===== src/rtl/png_pixel_scheduler.sv =====
// Two-source round-robin byte scheduler feeding a shared PNG pixel converter.
// A grant covers one BURST-byte pixel group and is never preempted.
module png_pixel_scheduler #(
    parameter int BURST = 3
) (
    input  logic       clk,
    input  logic       rst,
    input  logic [7:0] s0_data,
    input  logic       s0_valid,
    output logic       s0_ready,
    input  logic [7:0] s1_data,
    input  logic       s1_valid,
    output logic       s1_ready,
    output logic [7:0] m_data,
    output logic       m_valid,
    input  logic       m_ready,
    output logic       m_src,
    output logic       m_first,
    output logic       busy,
    output logic       dbg_state
);

    // Handshake: a byte moves on any rising edge where valid and ready are
    // both high; valid must not depend on ready, ready may depend on valid.

    typedef enum logic {
        IDLE = 1'b0,
        XFER = 1'b1
    } state_t;

    localparam logic [3:0] LAST = 4'(BURST - 1);

    state_t     state;
    logic       grant;
    logic       last_grant;
    logic [3:0] cnt;

    logic       take;
    logic       sel_valid;
    logic [7:0] sel_data;
    logic       xfer;

    assign dbg_state = (state == XFER);

    // The output register can accept a byte when empty or draining this cycle.
    always_comb begin
        take      = !m_valid || m_ready;
        sel_valid = grant ? s1_valid : s0_valid;
        sel_data  = grant ? s1_data  : s0_data;
        s0_ready  = (state == XFER) && !grant && take;
        s1_ready  = (state == XFER) &&  grant && take;
        xfer      = (state == XFER) && sel_valid && take;
    end

    always_ff @(posedge clk or posedge rst) begin
        if (rst) begin
            state      <= IDLE;
            grant      <= 1'b0;
            last_grant <= 1'b1;
            cnt        <= 4'd0;
            busy       <= 1'b0;
            m_data     <= 8'h00;
            m_valid    <= 1'b0;
            m_src      <= 1'b0;
            m_first    <= 1'b0;
        end else begin
            if (xfer) begin
                m_data  <= sel_data;
                m_valid <= 1'b1;
                m_src   <= grant;
                m_first <= (cnt == 4'd0);
            end else if (m_ready) begin
                m_valid <= 1'b0;
            end

            case (state)
                IDLE: begin
                    cnt <= 4'd0;
                    if (s0_valid && s1_valid) begin
                        grant <= !last_grant;
                        state <= XFER;
                        busy  <= 1'b1;
                    end else if (s0_valid) begin
                        grant <= 1'b0;
                        state <= XFER;
                        busy  <= 1'b1;
                    end else if (s1_valid) begin
                        grant <= 1'b1;
                        state <= XFER;
                        busy  <= 1'b1;
                    end
                end
                XFER: begin
                    if (xfer) begin
                        if (cnt == LAST) begin
                            cnt        <= 4'd0;
                            last_grant <= grant;
                            state      <= IDLE;
                            busy       <= 1'b0;
                        end else begin
                            cnt <= cnt + 4'd1;
                        end
                    end
                end
                default: begin
                    state <= IDLE;
                    busy  <= 1'b0;
                end
            endcase
        end
    end

endmodule


===== config.mk =====
export PLATFORM = sky130hd
export DESIGN_NAME = png_pixel_scheduler
export DESIGN_NICKNAME = d
export VERILOG_FILES = /design/src/rtl/png_pixel_scheduler.sv
export SDC_FILE = /design/constraint.sdc
export NUM_CORES = 1
export LEC_CHECK = 0
export BUFFER_PORTS_ARGS = -buffer_cell sky130_fd_sc_hd__buf_4
export CAP_MARGIN = 0
export CORE_MARGIN = 2
export CORE_UTILIZATION = 45
export DETAILED_ROUTE_END_ITERATION = 12
export PLACE_DENSITY = 0.78
export SYNTH_ARGS = -nofsm -noshare
export SYNTH_HDL_FRONTEND = slang
export SYNTH_SLANG_ARGS = --single-unit

===== constraint.sdc =====
create_clock -name clk -period 1.8 [get_ports clk]
set_input_delay 0.45 -clock clk [delete_from_list [all_inputs] [get_ports clk]]
set_output_delay 0.45 -clock clk [all_outputs]
set_load 0.005 [all_outputs]

==> metrics.md <==
| Metric | Value |
|---|---|
| Final setup viols | 0 |
| Total gr overflow | 0 |
| TritonCTS clock tree | built |
| Hold bufs inserted after CTS | 0 |
| Routed vias | approximately 770 |
| Post-synth cell types | 25 |
| Reg-to-reg setup timing slack | 0.33 ns |
| Ports | 36 |
| Vias in the first global route | 724 |
| Post-layout net count | 148 |
| Core Region | 1922 um2 |
| Full die area | 2379 um2 |
| Largest fanout on the critical path | 13 |
| Antenna violations before repair | 0 |
| Initial Util | 0.4694 |
| Area contributors post-synth | dfrtp_1 (50%), mux2i_1 (8.9%), nand2_1 (7.5%) |
| Worst clock skew | 0.002274 ns |
| Mapped Area | 902.1 um2 |
| Type of the worst setup path | flip-flop to primary output |
| Maximum level of the CTS H-tree | 1 |
| Worst slew margin relative to its limit | 0.8480 |
| Synthesized flop and latch total | 19 |
| Top cell type's share of synthesized area | 0.4993 |
| Unrepaired setup endpoints after global routing | false |
| Final hold slack | approximately 0.17 ns |
| Post-CTS Repair Setup Buffers | 0 |
| Area of all placed cells without fillers | 1234 um2 |
| Time the final worst path needs with I/O delays and setup | roughly 1.6 ns |
| Root buffer cell | clkbuf_4 |
| TritonCTS Buffers | 3 |
| Post-Synthesis Mean Instance Area | 10.25 um2 |
| Gpl congestion | 0.7321 |
| Height of the die | 48.78 um |
| WL per Instance | 11.92 um |
| Worst Setup End Kind | primary output |
| Pin count of the biggest net entering global routing | 20 |
| Maximum clock frequency | 607.1 MHz |
| Worst VDD drop | 897.8 uV |
| Number of input and output port buffers inserted | 35 |
| Number of nets produced by synthesis | 109 |
| Number of nets with antenna violations after detailed routing | 0 |
| First-iteration detailed-routing DRC count | 4 |
| Leakage power | 0.6121 nW |
| Hold violation count in the final report | 0 |
| Fraction of layout instances using a drive strength above 1 | 0.3889 |
| Drc violations | 0 |
| Max-capacitance violation count | 0 |
| Num rows | 16 |
| Transition time at the pin with the least slew margin | 0.2256 ns |
| Startpoint type of the worst setup path | flip-flop |
| Sequential element share of the synthesized area | 0.5284 |
| Synth-to-Final Area Change | 36.75% |
| Via count normalized by instance count | 5.000 |
| Final TNS setup | 0 ns |
| Global routing usage summed across all routing layers | 0.1763 |
| Sum of internal, switching and leakage power | 1.796 mW |
| Placement-stage cell area | 1206 um2 |
| Clock-pin slew on the worst setup and hold paths | 0.10 ns |
| Class of the worst hold path | input port to async pin |
| Final count of pins violating max slew | 0 |
| Outcome | finished clean |
| Maximum number of buffers from clock root to sink | 2 |
| Data required time at the worst endpoint | around 1.4 ns |
| Number of warnings printed during yosys synthesis | 0 |
| WP data arrival | approximately 1.2 ns |
| Diode insertion count for antenna repair | 0 |
| First-pass iteration count of the detailed router | 4 |
| Die X-Extent | 48.78 um |
| Hpwl dp | around 1400 um |
| Clock insertion delay at the later pin of the skew report | 0.30 ns |
| Number of filler instances in the final layout | 165 |
| Post-synth top area cell | dfrtp_1 |
| Count of clock tree sinks | 19 |
| DRT Wirelength | roughly 1800 um |
| First-pass GRT wire length | 3132 um |
| Mapped Cells | 88 |
| Cell Pwr Density | 1456 nW/um2 |
| Portion of the clock cycle consumed by the worst path in the final layout | 0.9150 |
-- registers in the layout, summed over array words and instances (netlist names) --
name / count
cnt: 4
dbg_state: 1
m_first: 1
grant: 1
busy: 1
last_grant: 1
m_src: 1
m_data: 8
m_valid: 1
-- cell usage in the layout, fill, tap and decap left out, drive strengths merged --
cell	synthesis	routed
buf	1	39
nand2	18	18
dfrtp	18	18
o21ai	10	10
mux2i	8	8
nor2	6	6
clkbuf	4	4
o211ai	3	3
mux2	3	3
o31ai	2	2
inv	2	2
nand3	2	2
or3	2	2
nand2b	1	1
nor3b	1	1
a32o	1	1
o21a	1	1
and3	1	1
a21boi	1	1
a21oi	1	1
nand4	1	1
dfstp	1	1
-- per-layer routing --
metal / share of wire / global-route usage / routed length [um] / vias to the layer above
met4: 0.029 / 0.1143 / 53 / 0
met3: 0.044 / 0.05521 / 81 / 7
met2: 0.50 / 0.2808 / 912 / 16
met1: 0.43 / 0.2049 / 777 / 362
li1: - / - / - / 380
met5: 0 / 0 / 0 / -
-- repair_timing --
action,CTS,global route
resized for setup,0,1
endpoints found under the setup margin,0,1
endpoints found under the hold margin,0,0
-- where the power goes --
group	internal, mW	total [mW]	switching [mW]
combinational	0.464	0.815	0.351
clock	0.0864	0.211	0.125
sequential	0.621	0.770	0.149
-- per-stage QoR --
stage	util	instances	setup slack (ns)
after floorplan	-	88	0.2306
after global placement	0.6276	149	0.2045
after detailed placement	0.6276	149	0.1865
after CTS	0.6413	153	0.1194
after global routing	0.6419	153	0.02923
final	0.6419	153	0.1529
-- synthesized netlist by cell type --
library cell,instances
nand2_1,18
mux2i_1,8
a21oi_1,1
o211ai_1,3
nor2_1,6
nand2b_1,1
nand4_1,1
a32o_1,1
dfstp_2,1
mux2_4,2
nand3_1,1
a21boi_0,1
or3_4,1
buf_4,1
nand3_4,1
and3_1,1
dfrtp_1,18
inv_1,2
o21a_1,1
mux2_2,1
o21ai_0,10
o31ai_1,2
nor3b_1,1
or3_1,1
clkbuf_1,4
-- layout make-up --
class                      count  area, um2  area share
tap                           27      33.78     0.02738
multi-input combinational     62      395.4      0.3205
inverter                       2      7.507    0.006085
clock buffer                   4      26.28     0.02130
timing repair buffer          39      292.8      0.2373
sequential                    19      478.0      0.3874
-- worst paths after layout --
path | from | endpoint | cells past startpoint
worst min register to register | m_data[5]$_DFFE_PP0P_ | m_data[5]$_DFFE_PP0P_ | 2
worst max-delay path | grant$_DFFE_PP0P_ | s1_ready | 3
worst max register to register | cnt[3]$_DFFE_PP0P_ | last_grant$_DFFE_PP1P_ | 4
worst min-delay path | rst | m_data[6]$_DFFE_PP0P_ | 3
max in group asynchronous | rst | last_grant$_DFFE_PP1P_ | 3
min in group clk | s1_valid | grant$_DFFE_PP0P_ | 2
-- critical path, cell delays in order (launching register included) --
cell and delay (ns):
dfrtp_1 0.41, buf_4 0.20, and3_1 0.16, buf_4 0.13
-- kinds of logic (layout without fill, tap and decap cells) --
| group | count (synthesis) | in the layout | synth area share |
|---|---|---|---|
| AOI/OAI and AO/OA | 19 | 19 | 0.1304 |
| buffers and inverters | 7 | 45 | 0.03329 |
| DFF | 19 | 19 | 0.5284 |
| muxes | 11 | 11 | 0.1345 |
| and+or+nand+nor | 32 | 32 | 0.1734 |
Power figures use the tool's default switching activity.
